File: src/rtl/exception_sequencer.sv
// -----------------------------------------------------------------------------
// exception_sequencer
//
// Sequences entry into an exception handler. At an instruction boundary the
// highest-priority pending cause (DABT > FIQ > IRQ > UND > SWI) is captured.
// A fixed three-cycle entry sequence then runs:
//   ENTRY  : CPSR->SPSR copy, mode change, I/F masking, interrupt acknowledge
//   LINK   : banked LR write of return address + cause-specific offset
//   VECTOR : PC write of the cause's vector address
// All outputs are registered. Each output is computed for the state being
// entered, so it is valid for exactly the cycle spent in that state.
//
// Ports
//   clk             clock; all state changes on its rising edge
//   Rst_n           asynchronous active-low reset
//   INT_fiq/INT_irq level interrupt requests from the request block
//   CPSR_6/CPSR_7   F / I mask bits (1 = masked)
//   EXC_dabt/und/swi synchronous exception flags, valid with instr_boundary
//   instr_boundary  pipeline may be redirected this cycle
//   ret_addr        address of the instruction being interrupted
//   INTA_fiq/irq    one-cycle acknowledge pulses (ENTRY)
//   stall           holds the pipeline for ENTRY, LINK and VECTOR
//   spsr_we/mode_we SPSR copy and mode write strobes (ENTRY)
//   mode_out        new mode field, non-zero only with mode_we
//   set_I/set_F     set CPSR I / F bits (ENTRY)
//   lr_we/lr_data   banked LR write (LINK); lr_data zero otherwise
//   pc_we/pc_data   vector write to PC (VECTOR); pc_data zero otherwise
// -----------------------------------------------------------------------------
module exception_sequencer (
  input  logic        clk,
  input  logic        Rst_n,
  input  logic        INT_fiq,
  input  logic        INT_irq,
  input  logic        CPSR_6,
  input  logic        CPSR_7,
  input  logic        EXC_dabt,
  input  logic        EXC_und,
  input  logic        EXC_swi,
  input  logic        instr_boundary,
  input  logic [31:0] ret_addr,
  output logic        INTA_fiq,
  output logic        INTA_irq,
  output logic        stall,
  output logic        spsr_we,
  output logic        mode_we,
  output logic [4:0]  mode_out,
  output logic        set_I,
  output logic        set_F,
  output logic        lr_we,
  output logic [31:0] lr_data,
  output logic        pc_we,
  output logic [31:0] pc_data
);

  typedef enum logic [1:0] {
    S_IDLE   = 2'd0,
    S_ENTRY  = 2'd1,
    S_LINK   = 2'd2,
    S_VECTOR = 2'd3
  } state_t;

  typedef enum logic [2:0] {
    C_NONE = 3'd0,
    C_DABT = 3'd1,
    C_FIQ  = 3'd2,
    C_IRQ  = 3'd3,
    C_UND  = 3'd4,
    C_SWI  = 3'd5
  } cause_t;

  state_t      state;
  cause_t      cause;     // cause latched at capture, held for the sequence
  cause_t      sel_cause; // arbitration result for the current cycle
  logic [31:0] addr_q;    // ret_addr latched at capture

  // Mode field written on entry for each cause.
  function automatic logic [4:0] mode_of(input cause_t c);
    case (c)
      C_FIQ:   mode_of = 5'b10001;
      C_IRQ:   mode_of = 5'b10010;
      C_SWI:   mode_of = 5'b10011;
      C_DABT:  mode_of = 5'b10111;
      C_UND:   mode_of = 5'b11011;
      default: mode_of = 5'b00000;
    endcase
  endfunction

  // Return-address adjustment stored in the banked LR.
  function automatic logic [31:0] offset_of(input cause_t c);
    case (c)
      C_DABT:       offset_of = 32'd8;
      C_FIQ, C_IRQ: offset_of = 32'd4;
      default:      offset_of = 32'd0;
    endcase
  endfunction

  // Vector table address for each cause.
  function automatic logic [31:0] vector_of(input cause_t c);
    case (c)
      C_UND:   vector_of = 32'h0000_0004;
      C_SWI:   vector_of = 32'h0000_0008;
      C_DABT:  vector_of = 32'h0000_0010;
      C_IRQ:   vector_of = 32'h0000_0018;
      C_FIQ:   vector_of = 32'h0000_001C;
      default: vector_of = 32'h0000_0000;
    endcase
  endfunction

  // Fixed-priority arbitration. UND sits above SWI, so an undefined
  // instruction that also decodes as SWI is serviced as UND.
  always_comb begin
    // NOTE: default assignment first so every path drives sel_cause and no latch is inferred.
    sel_cause = C_NONE;
    if (EXC_dabt)                sel_cause = C_DABT;
    else if (INT_fiq && !CPSR_6) sel_cause = C_FIQ;
    else if (INT_irq && !CPSR_7) sel_cause = C_IRQ;
    else if (EXC_und)            sel_cause = C_UND;
    else if (EXC_swi)            sel_cause = C_SWI;
  end

  // NOTE: asynchronous reset clears state, latched cause/address and every
  // registered output, so outputs drop to 0 the moment Rst_n falls.
  always_ff @(posedge clk or negedge Rst_n) begin
    if (!Rst_n) begin
      state    <= S_IDLE;
      cause    <= C_NONE;
      addr_q   <= '0;
      INTA_fiq <= 1'b0;
      INTA_irq <= 1'b0;
      stall    <= 1'b0;
      spsr_we  <= 1'b0;
      mode_we  <= 1'b0;
      mode_out <= '0;
      set_I    <= 1'b0;
      set_F    <= 1'b0;
      lr_we    <= 1'b0;
      lr_data  <= '0;
      pc_we    <= 1'b0;
      pc_data  <= '0;
    end else begin
      // NOTE: non-blocking defaults here are overridden below for the state
      // being entered; every strobe and data field is therefore zero elsewhere.
      INTA_fiq <= 1'b0;
      INTA_irq <= 1'b0;
      stall    <= 1'b0;
      spsr_we  <= 1'b0;
      mode_we  <= 1'b0;
      mode_out <= '0;
      set_I    <= 1'b0;
      set_F    <= 1'b0;
      lr_we    <= 1'b0;
      lr_data  <= '0;
      pc_we    <= 1'b0;
      pc_data  <= '0;

      case (state)
        S_IDLE: begin
          if (instr_boundary && (sel_cause != C_NONE)) begin
            state    <= S_ENTRY;
            cause    <= sel_cause;
            addr_q   <= ret_addr;
            stall    <= 1'b1;
            spsr_we  <= 1'b1;
            mode_we  <= 1'b1;
            mode_out <= mode_of(sel_cause);
            set_I    <= 1'b1;
            set_F    <= (sel_cause == C_FIQ);
            INTA_fiq <= (sel_cause == C_FIQ);
            INTA_irq <= (sel_cause == C_IRQ);
          end
        end

        // Requests are ignored from here on; the latched cause drives the
        // rest of the sequence even if the request or its mask changes.
        S_ENTRY: begin
          state   <= S_LINK;
          stall   <= 1'b1;
          lr_we   <= 1'b1;
          lr_data <= addr_q + offset_of(cause);
        end

        S_LINK: begin
          state   <= S_VECTOR;
          stall   <= 1'b1;
          pc_we   <= 1'b1;
          pc_data <= vector_of(cause);
        end

        S_VECTOR: begin
          state <= S_IDLE;
          cause <= C_NONE;
        end

        default: begin
          state <= S_IDLE;
          cause <= C_NONE;
        end
      endcase
    end
  end

endmodule

File: config.mk
export PLATFORM = sky130hd
export DESIGN_NAME = exception_sequencer
export DESIGN_NICKNAME = d
export VERILOG_FILES = /design/src/rtl/exception_sequencer.sv
export SDC_FILE = /design/constraint.sdc
export NUM_CORES = 1
export LEC_CHECK = 0
export CAP_MARGIN = 5
export CORE_ASPECT_RATIO = 1.1
export CORE_MARGIN = 8
export CORE_UTILIZATION = 52
export CTS_BUF_LIST = sky130_fd_sc_hd__clkbuf_8
export DETAILED_ROUTE_END_ITERATION = 16
export GPL_TIMING_DRIVEN = 0
export HOLD_SLACK_MARGIN = 0.08
export PLACE_DENSITY = 0.88
export REMOVE_ABC_BUFFERS = 1
export SLEW_MARGIN = 5
export SYNTH_ARGS = -nofsm -noshare
export SYNTH_HDL_FRONTEND = slang
export SYNTH_SLANG_ARGS = --single-unit
File: constraint.sdc
create_clock -name clk -period 5.1 [get_ports clk]
set_clock_uncertainty 0.1 [all_clocks]
set_input_delay 1.02 -clock clk [delete_from_list [all_inputs] [get_ports clk]]
set_output_delay 1.02 -clock clk [all_outputs]
set_load 0.02 [all_outputs]
======== Yosys cells after proc, flatten, opt, wreduce, memory -nomap -nowiden ========
Index checks and enable logic that the tools add are counted.
W data, S select, Z words.
cells by class
  mux-type cells .......................... 26
  equality and inequality tests ........... 14
  reduce and logical (&&, ||, !) cells .... 12
  $add $sub $neg .......................... 1
operators by type and width
  cell                  number
  $mux W32              2
  $pmux W5 S5           2
  $add A32 B32 Y32      1
  $mux W3               6
  $mux W5               3
  $eq A3 B2 Y1 const B  4
  $eq A3 B3 Y1 const B  4
  $mux W1               8
  $pmux W2 S4           1
  $pmux W4 S2           1
  $eq A3 B1 Y1 const B  2
  $pmux W3 S2           1
  $eq A2 B2 Y1 const B  2
  $reduce_and A2 Y1     2
  $reduce_or A2 Y1      2
  $logic_and A1 B1 Y1   3
  $reduce_bool A3 Y1    1
  $eq A2 B1 Y1 const B  1
  $logic_not A1 Y1      2
  $logic_not A2 Y1      1
  $mux W2               1
  $ne A2 B2 Y1 const B  1
  $pmux W1 S2           1
  $reduce_bool A2 Y1    1
word-level totals
  input port bits ......................... 42
  output and inout bits ................... 78
  bits in registers ....................... 112
  logic and storage cells ................. 65

======== Logic depth before layout (Yosys ltp) ========
Gate-level depths: netlist (run 1).
  word-level depth ........................ 9
  mapped depth ............................ 7
  mapped depth without buffers ............ 6

======== Worst setup path before layout (run 1) ========
No wires, ideal clock.
  path kind ............................... input to register
  from .................................... input EXC_dabt
  to ...................................... register addr_q[0]
  slack ................................... 2403 ps
  arrival ................................. 2472 ps
  cell stages on the path ................. 5
  cells stage by stage .................... clkbuf_1 -> or3_1 -> o311ai_2 -> buf_2 -> mux2_2
between the ends
  word-level cells in the longest chain between the ends .. 4
RTL lines
  what                                RTL line  text
  from (decl)                         36        input logic EXC_dabt,
  $mux W3                             114       if (EXC_dabt) sel_cause = C_DABT;
  $reduce_bool A3 Y1                  158       if (instr_boundary && (sel_cause != C_NONE)) begin
  $logic_and A1 B1 Y1                 158
  $reduce_and A2 Y1 (no source line)  n/a
  to (signal assigned)                161       addr_q <= ret_addr;
  to (decl)                           74        logic [31:0] addr_q;
Every way passes these cells.
A chain may end at the register's enable or synchronous reset.

======== Final worst setup path (run 1) ========
  from .................................... register cause[1]
  to ...................................... register lr_data[30]
between the ends
  word-level cells in the longest chain between the ends .. 6
  elaborated cells on any way between the ends .. 8
RTL lines
  what                    RTL line  text
  from (decl)             72        cause_t cause;
  from (signal assigned)  160       cause <= sel_cause;
  $eq A3 B2 Y1            90        case (c)
  $reduce_or A2 Y1        90
  $pmux W4 S2 (*)         90
  $mux W32 (*)            156       case (state)
  $add A32 B32 Y32 (*)    179       lr_data <= addr_q + offset_of(cause);
  $mux W32 (*)            156
  to (signal assigned)    179
  to (decl)               50        output logic [31:0] lr_data,
Mark *: on every way between the ends. The rest lies on a longest branch, timed or not. The select of a mux whose other input is x is not followed.

==> run metrics, run 1 <==
RR Startpoint cause[1]$_DFFE_PN0P_; die area roughly 0.010 mm2; post-synth cell types 43; largest net degree at the start of global routing 49; yosys warns 0; register area share after synthesis 0.5398; Reg clk slew, reported paths 0.08 ns; CP arrival 3.17 ns; Relative slew margins 0.4933; maximum vdd ir drop between 0.0002 and 0.0003 V; Post-Route Setup TNS 0 ns; mux cell area share after synthesis 0.1018; crit path kind reg2reg; worst setup margin 2.065 ns; Avg Inst Size Synth roughly 11 um2; register bit count reported by yosys 83; CP required around 5.2 ns; Setup crit start kind register; Root Driver clkbuf_8; Synth Area in Compound Gates 0.08098; CTS H-tree depth 3; area share of the largest cell type after synthesis 0.5398; xor-xnor portion of the synthesized cell area 0.02504; Die Height 106.2 um; DRC errors left 0; Most used DFF post-synth dfrtp_1; simple-gate portion of the synthesized area 0.1353; Area contributors post-synth dfrtp_1, mux2_2, buf_4, a21oi_1, ha_1; worst slack at placement about 1.7 ns; nets around 470; main combinational cell family by area after synthesis simple AND/OR/NAND/NOR gates; total track usage 0.1625; Core ar. 0.007308 mm2; Clock Sinks 83; Max Slew Vio Count 0; share of layout cells above drive strength 1 0.1311; Post-Syn Area between 0.003 and 0.004 mm2; Worst-Margin Slew roughly 0.76 ns; final setup fails 0; global-route congestion overflow total 0; final core utilization 0.6759; largest stage delay on the critical path a little under 0.7 ns; Commonest cells post-synth dfrtp_1, buf_4, mux2_2; Final Hold Viols 0; row count 33; maximum clock frequency approximately 330 MHz; critical path cell sequence nor3b_1 > fa_1 > nand4_1 > or4_1 > a21oi_1; max_cap viols 0; worst setup path startpoint cause[1]$_DFFE_PN0P_; initial antenna violation count 0; area growth from synthesis to layout 28.39%; Slowest cell on crit path or4_1; Initial Util 0.5265; Power Density ~540 mW/mm2; Clk Latency, worst-skew pair approximately 0.34 ns; Clock Path Buffers 2; hold_sp addr_q[1]$_DFFE_PN0P_; CTS tree yes; post-cts resize count 0; I/O pin cnt 120; first-pass GRT wire length roughly 14 mm; Final Cycle Share 0.5951; Die W slightly below 100 um; adder-cell share of the synthesized area 0.02472; number of synthesized flops with an enable pin 0; count leader, synth dfrtp_1; Worst Hold Class reg2reg; Detail Placement HPWL 6.157 mm; postcts setup bufs 0; GP Congestion roughly 0.79; vias in the first global route 2837; Pleak 2.141 nW; final hold slack 0.4032 ns; hold buffers post-CTS 0; Vias/cell approximately 5.3; cts bufs inserted 9; ANT cells 0; I/O Buffers 90; Async SR Flop Fraction 1.000; min cycle time layout ~3.0 ns; status completed; Via Count approximately 2700; Inst Count DP 498; crit end category register; crit path max fanout 18; router iterations before antenna repair 5; RSZ-0062 raised after global routing no; final cell count without fillers 514; Synth Instances approximately 340; Yosys top cell by area dfrtp_1; DRT iter0 DRCs about 120; DRT antenna net count 0; drt wl/cell between 15 and 20 um; drt total wl about 8.1 mm
[worst max-delay path: cells and delay by family (launching register included)]
kind	cells	cell delay, ns
simple gates	3	1.77
flops	1	0.45
compound gates	1	0.18
fa+ha+maj	1	0.43
[metrics by stage]
step	total power, mW	area, um2
floorplan	1.773	3646
global placement	2.174	4656
detailed placement	2.255	4746
CTS	2.715	4940
global route	2.872	4940
finish	2.691	4940
[metal layers]
metal,global-route usage,vias up,share of wire
met5,0,-,0
met4,0.08138,0,0.023
met3,0.04183,15,0.053
met2,0.2963,97,0.55
met1,0.1698,1307,0.37
li1,-,1293,-
[registers in the layout, indices dropped and copies added, names as in the netlist]
name      count
set_F         1
cause         3
addr_q       32
mode_out      5
set_I         1
INTA_irq      1
pc_we         1
pc_data       3
state         2
stall         1
lr_data      32
lr_we         1
[cell usage in the layout, fill, tap and decap left out, drive strengths merged, types with 2 or more instances in the layout]
cell / count
or4: 9
xnor2: 3
nor4: 2
mux2: 33
o31ai: 9
inv: 12
mux2i: 2
xor2: 8
nor2: 14
a21oi: 21
and4: 4
nor3b: 3
and3: 4
nand4: 7
o21a: 2
a31oi: 2
clkinv: 4
ha: 6
clkbuf: 10
or3: 11
nand2: 11
nor2b: 4
conb: 29
nand2b: 4
and2: 4
buf: 4
clkdlybuf4s50: 89
dfrtp: 83
o21ai: 11
nor3: 2
nand3: 10
[power by group]
part	leakage (nW)	total (mW)	internal, mW	switching, mW
sequential	1.06	1.13	0.923	0.210
clock	0.103	0.454	0.235	0.219
combinational	0.975	1.10	0.549	0.555
total	2.14	2.69	1.71	0.984
[final timing paths]
kind                                               end  slack (ns)  cells after the start
worst min-delay path             addr_q[1]$_DFFE_PN0P_        0.40                      1
worst min register to register   addr_q[1]$_DFFE_PN0P_        0.40                      1
max in group asynchronous        lr_data[10]$_DFF_PN0_        3.78                      2
min in group asynchronous       addr_q[19]$_DFFE_PN0P_        0.53                      1
worst max register to register   lr_data[30]$_DFF_PN0_        2.07                      5
worst max-delay path             lr_data[30]$_DFF_PN0_        2.07                      5
[kinds of logic (layout without fill, tap and decap cells)]
kind of cell             count (synthesis)  in the layout
XOR/XNOR                                11             11
buffers and inverters                   57            121
AO/OA/AOI/OAI                           51             51
AND/OR/NAND/NOR                         90             90
other                                    1             29
adder cells (fa/ha/maj)                  7              7
multiplexers                            35             35
flip-flops                              83             83
[final cells by class]
| cell class | count | area [um2] |
|---|---|---|
| repair buffers | 93 | 980.9 |
| flip-flops and latches | 83 | 2077 |
| multi-input cells | 223 | 1534 |
| clock buffers | 10 | 137.6 |
| clock inverters | 6 | 56.30 |
| well taps | 87 | 108.9 |
| fillers | 530 | 2369 |
| inverters | 12 | 45.04 |
Note: power is estimated with default switching activity, not from simulation.
==> run 2: changes to the inputs <==
Settings changed: CORE_UTILIZATION 52 to 44, PLACE_DENSITY 0.88 to 0.79.
Clock period 5.1 ns to 2.7 ns, I/O delays scaled along.
==> run 2 against run 1 <==
  * Worst setup slack got worse by 1.8 ns
  * Combinational power grew 89%
  * Power grew 92%
  * Wire length up 5.9%
  * Sequential power up 89%
  * Hold slack got worse by 0.019 ns
  * Highest routed layer unchanged
  * Critical path type is now in2reg
  * Global-route usage decreased by 1.8 points
==> run metrics, run 2 (synthesized netlist as in run 1, its figures left out) <==
Die W 105.2 um (was 98.02 um); Setup crit start kind input port (was register); vias in the first global route 2912 (was 2837); Slowest cell on crit path clkdlybuf4s50_1 (was or4_1); Clk network pwr share 0.181 (was 0.169); largest stage delay on the critical path 0.55 ns (was 0.69 ns); combinational cell fraction of total power 0.404 (was 0.410); drt total wl 8.589 mm (was 8.109 mm); CP required 2.83 ns (was 5.24 ns); DRT antenna net count 0 (unchanged); row count 35 (was 33); initial antenna violation count 0 (unchanged); min cycle time layout about 2.4 ns; Seq pwr share 0.415 (was 0.421); P_sw 1.867 mW (was 984.0 uW); DRT iter0 DRCs 94 (was 117); Inst Count DP 522 (was 498); Power Density 1025 mW/mm2 (was 544.7 mW/mm2); Clock Path Buffers 2 (unchanged); max_cap viols 0 (unchanged); Via Count 2752 (was 2712); Root Driver clkbuf_8 (unchanged); worst setup path startpoint EXC_dabt (was cause[1]$_DFFE_PN0P_); final setup fails 0 (unchanged); Detail Placement HPWL 6.391 mm (was 6.157 mm); sw frac 0.3621 (was 0.3657); worst slack at placement -0.3464 ns (was 1.739 ns); Worst Hold Class reg2reg (unchanged); most common cell after layout, fill and taps aside clkdlybuf4s50_1 (unchanged); most frequent cells in the layout clkdlybuf4s50_1, dfrtp_1, mux2_2 (unchanged); RSZ-0062 raised after global routing no (unchanged); area growth from synthesis to layout 30.80% (was 28.39%); Final Hold Viols 0 (unchanged); Pleak 2.176 nW (was 2.141 nW); critical path cell sequence clkdlybuf4s50_1 > or3_1 > o31ai_1 > mux2_2 > a22o_1 (was nor3b_1 > fa_1 > nand4_1 > or4_1 > a21oi_1); Reg clk slew, reported paths 0.08 ns (about the same); maximum vdd ir drop 0.0004141 V (was 0.0002776 V); Die Height 114.1 um (was 106.2 um); GP Congestion 0.8126 (was 0.7897); global-route congestion overflow total 0 (unchanged); status completed (unchanged); crit end category register (unchanged); first-pass GRT wire length 14.11 mm (was 13.68 mm); worst setup margin 0.2542 ns (was 2.065 ns); Relative slew margins 0.5088 (was 0.4933); I/O pin cnt 120 (unchanged); Core ar. 0.008452 mm2 (was 0.007308 mm2); nets 478 (was 471); largest net degree at the start of global routing 48 (was 49); I/O Buffers 90 (unchanged); fillers 705 (was 530); internal power 3.290 mW (was 1.707 mW); Worst-Margin Slew 0.7323 ns (was 0.7578 ns); hold_sp addr_q[0]$_DFFE_PN0P_ (was addr_q[1]$_DFFE_PN0P_); Initial Util 0.4552 (was 0.5265); total power 5.157 mW (was 2.691 mW); top flop regs addr_q (32), lr_data (32), mode_out (5) (unchanged); Clk Latency, worst-skew pair 0.34 ns (about the same); CTS tree yes (unchanged); DRC errors left 0 (unchanged); CTS H-tree depth 3 (unchanged); die area 0.01200 mm2 (was 0.01041 mm2); share of layout cells above drive strength 1 0.1429 (was 0.1311); total track usage 0.1447 (was 0.1625); crit path kind in2reg (was reg2reg); cts bufs inserted 9 (unchanged); drt wl/cell 15.76 um (was 15.78 um); crit path max fanout 9 (was 18); Final Cycle Share 0.9059; router iterations before antenna repair 4 (was 5); maximum clock frequency about 410 MHz; final cell count without fillers 545 (was 514); Clock Sinks 83 (unchanged); ANT cells 0 (unchanged); CP arrival 2.58 ns (was 3.17 ns); RR Startpoint cause[1]$_DFFE_PN0P_ (unchanged); final hold slack 0.3839 ns (was 0.4032 ns); Max Slew Vio Count 0 (unchanged); Vias/cell 5.050 (was 5.276)
## run 2: final timing paths
path,slack [ns],cells after the start,to
max in group asynchronous,1.30,3,addr_q[10]$_DFFE_PN0P_
min in group asynchronous,0.61,2,lr_data[26]$_DFF_PN0_
min,0.38,1,lr_data[0]$_DFF_PN0_
max reg2reg,0.26,7,lr_data[30]$_DFF_PN0_
max,0.25,5,cause[1]$_DFFE_PN0P_
min reg2reg,0.38,1,lr_data[0]$_DFF_PN0_
## run 2: cell type report
cell class                      count  area, um2  share of cell area
Sequential cell                    83       2077              0.4127
Clock inverter                      7      85.08             0.01691
Timing Repair Buffer              100       1023              0.2034
Multi-Input combinational cell    223       1539              0.3058
Tap cell                          111      138.9             0.02760
Clock buffer                        9      123.9             0.02461
Inverter                           12      45.04            0.008951
## run 2: repair_timing
item                       4_1_cts  5_1_grt
hold buffers                     1        0
gates resized for setup          0        1
buffers inserted                 5        1
pin swaps                        2        1
setup endpoints to repair       18       22
hold endpoints to repair        36        0
## run 2: metal layers
layer	up-vias	wire (um)	global-route usage
li1	1310	-	-
met1	1344	3261	0.1541
met5	-	0	0
met4	0	110	0.04667
met2	87	4604	0.2604
met3	11	613	0.05180
## run 2: critical path: cells and delay by family
family	cells	cell delay [ns]
buf+inv	1	0.55
compound gates	2	0.65
simple gates	1	0.44
mux	1	0.39
## run 2: stage by stage
stage | TNS, ns | cell area [um2] | utilization
floorplan | -23.88 | 3646 | -
global placement | -240.07 | 4686 | 0.5544
detailed placement | -12.92 | 4763 | 0.5636
CTS | 0 | 5020 | 0.5939
global route | 0 | 5032 | 0.5954
finish | 0 | 5032 | 0.5954
## run 2: power by group through the flow
stage / Combinational [mW] / Clock, mW / Sequential (mW)
finish: 2.08 / 0.934 / 2.14
CTS: 2.10 / 0.963 / 2.13
floorplan: 0.989 / 0 / 2.36
detailed placement: 2.09 / 0 / 2.16
global placement: 2.00 / 0 / 2.12
global route: 2.28 / 1.01 / 2.22
==> run 3: changes to the inputs <==
Settings changed: GPL_ROUTABILITY_DRIVEN set to 0.
==> results of run 3 <==
The final DEF is identical to that of run 2; final timing and power are the same.
